**src/rtl/prefetch_queue_if.sv**
```systemverilog
`default_nettype none
// ============================================================================
//  Module : prefetch_queue_if
//  Desc   : Fetch/decode-side signal bundle for the prefetch byte queue.
//  Rev    : 1.0  initial release
// ============================================================================
interface prefetch_queue_if #(
    parameter int DATA_W = 8,
    parameter int DEPTH  = 16,
    parameter int PEEK   = 3
);
    localparam int CW = $clog2(DEPTH) + 1;
    localparam int PW = $clog2(PEEK + 1);

    logic                   queue_flush;
    logic                   queue_push;
    logic [DATA_W-1:0]      queue_in;
    logic                   queue_ready;
    logic [PW-1:0]          queue_pop_len;
    logic [PEEK*DATA_W-1:0] queue_out;
    logic [PEEK-1:0]        queue_out_vld;
    logic [CW-1:0]          queue_count;
    logic                   queue_ovf;
    logic                   queue_err;

    modport master (
        output queue_flush, queue_push, queue_in, queue_pop_len,
        input  queue_ready, queue_out, queue_out_vld, queue_count, queue_ovf, queue_err
    );

    modport slave (
        input  queue_flush, queue_push, queue_in, queue_pop_len,
        output queue_ready, queue_out, queue_out_vld, queue_count, queue_ovf, queue_err
    );
endinterface
`default_nettype wire

```
**src/rtl/prefetch_queue.sv**
```systemverilog
`default_nettype none
// ============================================================================
//  Module : prefetch_queue
//  Desc   : Circular byte queue, 1 push/cycle, PEEK-wide peek, 0..PEEK pops/cycle.
//  Rev    : 1.0  initial release
// ============================================================================
module prefetch_queue #(
    parameter int DATA_W = 8,
    parameter int DEPTH  = 16,
    parameter int PEEK   = 3
) (
    input  logic               queue_clk,
    input  logic               queue_reset_n,
    prefetch_queue_if.slave    q
);
    localparam int AW = $clog2(DEPTH);
    localparam int CW = AW + 1;

    logic [DATA_W-1:0] mem [DEPTH];
    logic [AW-1:0]     wr_ptr;
    logic [AW-1:0]     rd_ptr;
    logic [CW-1:0]     count;
    logic              ovf;
    logic              err;

    logic              full;
    logic              push_ok;
    logic              pop_ok;
    logic [CW-1:0]     pop_ext;

    assign full    = (count == CW'(DEPTH));
    assign pop_ext = CW'(q.queue_pop_len);
    assign push_ok = q.queue_push && !full && !q.queue_flush;
    // Oversized pops (beyond count or PEEK) retire nothing and raise err instead.
    assign pop_ok  = (pop_ext != '0) && (pop_ext <= count) &&
                     (pop_ext <= CW'(PEEK)) && !q.queue_flush;

    always_ff @(posedge queue_clk) begin
        if (push_ok) begin
            mem[wr_ptr] <= q.queue_in;
        end
    end

    always_ff @(posedge queue_clk or negedge queue_reset_n) begin
        if (!queue_reset_n) begin
            wr_ptr <= '0;
            rd_ptr <= '0;
            count  <= '0;
            ovf    <= 1'b0;
            err    <= 1'b0;
        end else if (q.queue_flush) begin
            wr_ptr <= '0;
            rd_ptr <= '0;
            count  <= '0;
            ovf    <= 1'b0;
            err    <= 1'b0;
        end else begin
            if (push_ok) begin
                wr_ptr <= wr_ptr + AW'(1);
            end
            if (pop_ok) begin
                rd_ptr <= rd_ptr + pop_ext[AW-1:0];
            end
            count <= count + CW'(push_ok) - (pop_ok ? pop_ext : '0);
            ovf   <= q.queue_push && full;
            err   <= (pop_ext != '0) && !pop_ok;
        end
    end

    assign q.queue_ready = !full;
    assign q.queue_count = count;
    assign q.queue_ovf   = ovf;
    assign q.queue_err   = err;

    for (genvar i = 0; i < PEEK; i++) begin : g_peek
        logic [AW-1:0] idx;
        logic          vld;
        assign idx = rd_ptr + AW'(i);
        assign vld = (CW'(i) < count);
        assign q.queue_out_vld[i]             = vld;
        assign q.queue_out[i*DATA_W +: DATA_W] = vld ? mem[idx] : '0;
    end
endmodule
`default_nettype wire

```
**src/flat_wrapper.sv**
```systemverilog
// flat-port wrapper written by rule: the top's interface ports become plain ports
module prefetch_queue_flat 
#(
    parameter int DATA_W = 8,
    parameter int DEPTH  = 16,
    parameter int PEEK   = 3
)
  (queue_clk, queue_reset_n, q_queue_flush, q_queue_push, q_queue_in, q_queue_pop_len, q_queue_ready, q_queue_out, q_queue_out_vld, q_queue_count, q_queue_ovf, q_queue_err);
  prefetch_queue_if #(.DATA_W(DATA_W), .DEPTH(DEPTH), .PEEK(PEEK)) q_i ();
  input  logic queue_clk;
  input  logic queue_reset_n;
  input wire logic [$bits(q_i.queue_flush)-1:0] q_queue_flush;
  input wire logic [$bits(q_i.queue_push)-1:0] q_queue_push;
  input wire logic [$bits(q_i.queue_in)-1:0] q_queue_in;
  input wire logic [$bits(q_i.queue_pop_len)-1:0] q_queue_pop_len;
  output wire logic [$bits(q_i.queue_ready)-1:0] q_queue_ready;
  output wire logic [$bits(q_i.queue_out)-1:0] q_queue_out;
  output wire logic [$bits(q_i.queue_out_vld)-1:0] q_queue_out_vld;
  output wire logic [$bits(q_i.queue_count)-1:0] q_queue_count;
  output wire logic [$bits(q_i.queue_ovf)-1:0] q_queue_ovf;
  output wire logic [$bits(q_i.queue_err)-1:0] q_queue_err;
  assign q_i.queue_flush = q_queue_flush;
  assign q_i.queue_push = q_queue_push;
  assign q_i.queue_in = q_queue_in;
  assign q_i.queue_pop_len = q_queue_pop_len;
  assign q_queue_ready = q_i.queue_ready;
  assign q_queue_out = q_i.queue_out;
  assign q_queue_out_vld = q_i.queue_out_vld;
  assign q_queue_count = q_i.queue_count;
  assign q_queue_ovf = q_i.queue_ovf;
  assign q_queue_err = q_i.queue_err;
  prefetch_queue #(.DATA_W(DATA_W), .DEPTH(DEPTH), .PEEK(PEEK)) u_core (.queue_clk(queue_clk), .queue_reset_n(queue_reset_n), .q(q_i));
endmodule
```
**config.mk**
```make
export PLATFORM = sky130hd
export DESIGN_NAME = prefetch_queue_flat
export DESIGN_NICKNAME = d
export VERILOG_FILES = /design/src/rtl/prefetch_queue_if.sv /design/src/rtl/prefetch_queue.sv /design/src/flat_wrapper.sv
export SDC_FILE = /design/constraint.sdc
export NUM_CORES = 1
export LEC_CHECK = 0
export ABC_CLOCK_PERIOD_IN_PS = 2850
export BUFFER_PORTS_ARGS = -buffer_cell sky130_fd_sc_hd__buf_2
export CAP_MARGIN = 5
export CORE_ASPECT_RATIO = 2
export CORE_MARGIN = 1.5
export CORE_UTILIZATION = 54
export DETAILED_ROUTE_END_ITERATION = 6
export PLACE_DENSITY = 0.86
export SLEW_MARGIN = 20
export SYNTH_ARGS = -nofsm -noshare
export SYNTH_HDL_FRONTEND = slang
export SYNTH_SLANG_ARGS = --single-unit
export TNS_END_PERCENT = 50
```
**constraint.sdc**
```tcl
create_clock -name queue_clk -period 2.85 [get_ports queue_clk]
set_clock_uncertainty 0.2 [all_clocks]
set_input_delay 0.855 -clock queue_clk [delete_from_list [all_inputs] [get_ports queue_clk]]
set_output_delay 0.855 -clock queue_clk [all_outputs]
set_load 0.01 [all_outputs]
```
# Word level (Yosys, flattened, before mapping)
# Memory sizes are Yosys's and may differ from the RTL's.
# Index checks and enable logic that the tools add are counted.
word_totals:
  register_bits: 15
  ramBits: 128
  inputBits: 14
  out_inout_bits: 35
  wordCells: 44
  mem_count: 1
classes:
  addsub: 6
  n_lt_le_gt_ge: 5
  n_eq_ne: 1
  mux: 13
  n_reduce_logical: 13
memory_table:
  columns: ["memory", "depth", "word_bits", "rd", "rd_clocked_by_memory_dff", "wr", "line", "rtl"]
  rows:
  - ["u_core.mem", 16, 8, 3, 0, 1, "prefetch_queue.sv:19", "logic [DATA_W-1:0] mem [DEPTH];"]
ops:
  columns: ["cell", "n"]
  rows:
  - ["$mux W8", 3]
  - ["$mux W4", 4]
  - ["$lt A1 B5 Y1 const A", 2]
  - ["$add A4 B1 Y4 const B", 2]
  - ["$logic_and A1 B1 Y1", 7]
  - ["$add A5 B1 Y5", 1]
  - ["$eq A5 B5 Y1 const B", 1]
  - ["$le A2 B5 Y1", 1]
  - ["$lt A2 B5 Y1 const A", 1]
  - ["$mux W5", 1]
  - ["$reduce_bool A5 Y1", 1]
  - ["$sub A5 B5 Y5", 1]
  - ["$add A4 B2 Y4", 1]
  - ["$add A4 B2 Y4 const B", 1]
  - ["$mux W1", 4]
  - ["$reduce_bool A2 Y1", 2]
  - ["$logic_not A1 Y1", 3]
  - ["$le A2 B2 Y1 const B", 1]
  - ["$mux W2", 1]

# Logic depth before layout (Yosys ltp)
depth:
  word_depth: 7
  mapped_depth: 14
  depth_no_buf: 14

# Least setup slack after synthesis
# No wires, ideal clock.
synth_path:
  path_type: "input to register"
  startpoint: "in q_queue_pop_len[1]"
  endpoint: "reg u_core.count[4] (netlist: u_core.q.queue_count[4])"
  setup_ps: 136
  arrival_ps: 2946
  required_ps: 2514
  slack_ps: -433
  cell_stages: 13
  path_buffers: 0
  path_cell_list: "ha_1 nor2b_1 o211a_1 nor3_1 ha_1 inv_1 ha_1 inv_1 fa_1 nand2b_1 a21oi_1 or3_1 a21oi_1"
synth_between:
  elab_chain_cells: 7
  word_cells_on_any_way: 9
  cone_classes: "add/sub: 1; order compare: 2; mux: 2; reduce/logical: 4"
synth_lines:
  columns: ["item", "line", "rtl"]
  rows:
  - ["start: declaration", "flat_wrapper.sv:15", "input wire logic [$bits(q_i.queue_pop_len)-1:0] q_queue_pop_len;"]
  - ["$le A2 B5 Y1 or $reduce_bool A5 Y1 (tied branches)", "prefetch_queue.sv:35", "assign pop_ok = (pop_ext != '0) && (pop_ext <= count) &&"]
  - ["$logic_and A1 B1 Y1 (2 in series)", "prefetch_queue.sv:35", null]
  - ["$logic_and A1 B1 Y1", "prefetch_queue.sv:36", "(pop_ext <= CW'(PEEK)) && !q.queue_flush;"]
  - ["$mux W2 *", "prefetch_queue.sv:64", "count <= count + CW'(push_ok) - (pop_ok ? pop_ext : '0);"]
  - ["$sub A5 B5 Y5 *", "prefetch_queue.sv:64", null]
  - ["$mux W5 *", "prefetch_queue.sv:51", "end else if (q.queue_flush) begin"]
  - ["end signal: assignment", "prefetch_queue.sv:64", null]
  - ["end: declaration", "prefetch_queue.sv:22", "logic [CW-1:0] count;"]
# Every way passes the cells marked *; elsewhere a longest branch is shown, timed or not.
# A chain may end at the register's enable or synchronous reset.

# Final worst setup path
layout_path:
  startpoint: "reg u_core.rd_ptr[0]"
  endpoint: "out q_queue_out[10]"
layout_between:
  elab_chain_cells: 3
layout_lines:
  columns: ["item", "line", "rtl"]
  rows:
  - ["start: declaration", "prefetch_queue.sv:21", "logic [AW-1:0] rd_ptr;"]
  - ["start signal: assignment", "prefetch_queue.sv:62", "rd_ptr <= rd_ptr + pop_ext[AW-1:0];"]
  - ["$add A4 B1 Y4", "prefetch_queue.sv:78", "assign idx = rd_ptr + AW'(i);"]
  - ["$mem_v2 Z16 W8", null, null]
  - ["$mux W8", "prefetch_queue.sv:81", "assign q.queue_out[i*DATA_W +: DATA_W] = vld ? mem[idx] : '0;"]
  - ["end: declaration", "flat_wrapper.sv:17", "output wire logic [$bits(q_i.queue_out)-1:0] q_queue_out;"]
# Every way passes these cells.

==> results_dict.tcl <==
set metrics [dict create \
    outcome "complete, but fails checks" \
    violated_checks "setup timing" \
    final.hold.worst_slack_ns 0.1418 \
    via_count_of_the_first_global_routing_pass 5868 \
    gr-total-overflow 0 \
    netlist_area_um2 8248 \
    dpl.cell_count 781 \
    grt_start_max_net_pins 39 \
    reg2reg_slack_ns -0.06 \
    timing.slew.headroom 0.6207 \
    tritoncts.num_buffers 17 \
    finalWorstPathRequiredPeriod_ns 3.646 \
    post-synth-top-area-cell "edfxtp_1" \
    met1_usage 0.2902 \
    min_path_type "in -> async" \
    sequential_to_total_area_share_from_yosys_stat 0.5115 \
    timing.critical_path.fanout_max 12 \
    report.final.slew_viol_count 0 \
    core_region_area_um2 14900 \
    fmax_ghz 0.2742 \
    crit_slowest_cell "mux4_2" \
    detail_route.wirelength_um 21590 \
    layout-area-overhead-vs-synth_pct 21.12 \
    ys_types 49 \
    dieArea_um2 16070 \
    final.setup.worst_slack_ns -0.7963 \
    synth_register_bits 143 \
    synth_area_leaders "edfxtp_1, mux4_2, dfrtp_1" \
    antenna_found_initial 0 \
    route.detailed.drc 0 \
    drtPass1Iterations 5 \
    std_cell_rows 63 \
    p_int_mw 6.665 \
    grt.total_usage 0.2772 \
    root_buffer_master "clkbuf_16" \
    clkSinkCount 143 \
    worstSetupEndpointType "primary output" \
    slowest_delay_ns 0.52 \
    max_cap_violations 0 \
    power.switching_fraction 0.3532 \
    logic_gate_share_of_total_power 0.542 \
    cts.reportedPaths.clkPinSlew_ns 0.06 \
    critical_path_buf_inv_count 3 \
    holdBufCountCts 0 \
    io_buf_count 48 \
    nature_of_the_critical_path_startpoint "flip-flop" \
    tritoncts "yes" \
    via_count 5596 \
    grt-busiest-layer "met2" \
    post_synth_inst_count 510 \
    power.static_leakage_nw 3.643 \
    layoutNonFillerInstCount 821 \
    hold_viol 0 \
    synth_enable_flop_cells 128 \
    max-clock-path-buffers 2 \
    viasPerCell 6.816 \
    timing.setup.critical_path_class "reg -> out" \
    postLayoutCellArea_um2 9990 \
    post_route_setup_tns_ns -15.28 \
    post_dp_cell_area_um2 9039 \
    dp.final_hpwl_um 14610 \
    die_w_um 90.39 \
    grt_setup_unrepaired "true" \
    synth.avg_cell_area_um2 16.17 \
    ir_drop_mv 0.6792 \
    critical_path.top_delay_family "multiplexers" \
    ys_dominant_reg_cell "edfxtp_1" \
    layout_cells_sized_above_1 0.4824 \
    setup_viol_count_final 25 \
    ios 49 \
    clock_latency_ns 0.42 \
    synth_fp_nets 545 \
    critPathArrivalTime_ns 2.59 \
    grt_pass1_wl_um 32650 \
    p_seq_frac 0.240 \
    initial_utilization 0.5536 \
    power.density_nw_per_um2 1031 \
    detail_route.wl_per_cell_um 26.30 \
    cts-htree-levels 4 \
    final.period_utilization 1.279 \
    met3_usage 0.05313 \
    nNetsFinal 649 \
    use_met2 0.4965 \
    antenna-diode-count 0 \
    timing.critical_path.required_ns 1.80 \
    initialDrtViolationCount 577 \
    path_cells "ha_4 > buf_12 > mux4_2 > inv_2 > o22ai_1 > a221o_1 > buf_2" \
    async_reset_ff_frac 0.1049 \
    max_slew.worst_pin.slew_ns 0.5677 \
    gp_routability_congestion 0.9345 \
    detail-route-antenna-nets 0 \
    synth.top_cell.area_share 0.4660 \
    switching_power_mw 3.639 \
    die_h_um 177.8 \
    power_frac_clock 0.218 \
    synth-warning-count 0 \
]
-- Yosys cell counts (3+ instances only) --
cell and number:
mux4_2 87, nor3b_1 3, edfxtp_1 128, nor3_1 5
o22ai_1 8, nand2b_1 8, clkbuf_1 8, nand2_1 12
inv_1 46, mux4_1 9, mux2i_1 10, a221o_1 8
a22oi_1 7, buf_6 7, o221ai_1 8, nor2b_1 3
nand3_1 4, ha_1 19, buf_2 12, buf_12 3
o21ai_0 3, a21oi_1 6, nor2_1 30, buf_4 5
dfrtp_1 15, xor2_1 6, a211o_1 8, and2_1 9
-- logic make-up (layout without fill, tap and decap cells) --
| kind of cell | count (synthesis) | count (layout) | share of synthesized area |
|---|---|---|---|
| AO/OA/AOI/OAI | 55 | 55 | 0.05127 |
| XOR/XNOR | 8 | 8 | 0.008495 |
| adder cells (fa/ha/maj) | 21 | 21 | 0.03368 |
| buffers and inverters | 85 | 201 | 0.05507 |
| flip-flops | 143 | 143 | 0.5115 |
| multiplexers | 108 | 108 | 0.2811 |
| AND/OR/NAND/NOR | 90 | 90 | 0.05886 |
-- power groups by stage --
stage                     clock network, mW  logic, mW  registers (mW)
after floorplan                           0       3.55            2.49
after global placement                    0       4.64            2.47
after detailed placement                  0       4.81            2.48
after CTS                              2.26       5.26            2.46
after global routing                   2.33       5.90            2.48
final                                  2.24       5.59            2.47
-- through the flow --
step	setup WS, ns	utilization	total power, mW
3_3_place_gp	-0.4845	0.6067	7.118
2_1_floorplan	-0.3637	-	6.035
3_5_place_dp	-0.6047	0.6067	7.296
6_report	-0.7963	0.6705	10.30
4_1_cts	-0.7581	0.6603	9.978
5_1_grt	-0.8127	0.6705	10.70
-- sequential cells by signal, indices dropped and copies added (netlist names) --
| name | flops |
|---|---|
| u_core.rd_ptr | 4 |
| u_core.q.queue_count | 5 |
| u_core.mem | 128 |
| u_core.q.queue_ovf | 1 |
| u_core.wr_ptr | 4 |
| u_core.q.queue_err | 1 |
-- per-layer routing --
metal	wire (µm)	part of all wire	up-vias
li1	-	-	2266
met1	7045	0.33	2875
met2	11980	0.55	340
met3	1115	0.052	115
met4	1451	0.067	0
met5	0	0	-
-- cell usage in the layout, fill, tap and decap left out, types with 3 or more instances in the layout --
cell / count
clkbuf_16: 17
buf_16: 4
buf_2: 48
nor3_1: 4
nor2b_1: 3
buf_6: 7
dfrtp_1: 12
nor3b_1: 3
buf_4: 58
ha_1: 13
nand2b_1: 7
mux2i_2: 3
nor2_1: 30
o21ai_0: 3
a211o_1: 8
mux4_2: 93
o221ai_2: 7
a221o_1: 8
mux4_1: 3
mux2i_1: 7
o22ai_1: 6
nand2_1: 12
nand3_1: 4
a22oi_2: 7
xor2_1: 6
inv_2: 15
edfxtp_1: 128
and2_1: 8
clkinv_4: 3
inv_1: 33
bufinv_16: 3
ha_4: 5
buf_12: 5
a21oi_1: 5
-- path summary, 6_finish.rpt --
| kind | end | depth (start not counted) | from |
|---|---|---|---|
| min | u_core.q.queue_count[3]$_DFF_PN0_ | 1 | queue_reset_n |
| max reg2reg | u_core.q.queue_count[4]$_DFF_PN0_ | 14 | u_core.q.queue_count[1]$_DFF_PN0_ |
| max | q_queue_out[10] | 7 | u_core.rd_ptr[0]$_DFFE_PN0P_ |
| min reg2reg | u_core.wr_ptr[1]$_DFFE_PN0P_ | 2 | u_core.wr_ptr[1]$_DFFE_PN0P_ |
| min in group queue_clk | u_core.wr_ptr[1]$_DFFE_PN0P_ | 2 | u_core.wr_ptr[1]$_DFFE_PN0P_ |
| max in group asynchronous | u_core.rd_ptr[0]$_DFFE_PN0P_ | 1 | queue_reset_n |
-- layout make-up --
cell class / instances / area, µm²
fillers: 914 / 4908
clock inverters: 13 / 165.2
multi-input cells: 282 / 3781
clock buffers: 18 / 429.2
well taps: 195 / 244.0
repair buffers: 122 / 964.7
inverters: 48 / 180.2
flip-flops and latches: 143 / 4225
-- what timing repair did --
item                       CTS  global route
setup endpoints to repair   28            30
cloned                       2             0
gates resized for setup     28            41
pin swaps                    4             6
buffers inserted             6             1
(Power assumes the default switching activity.)
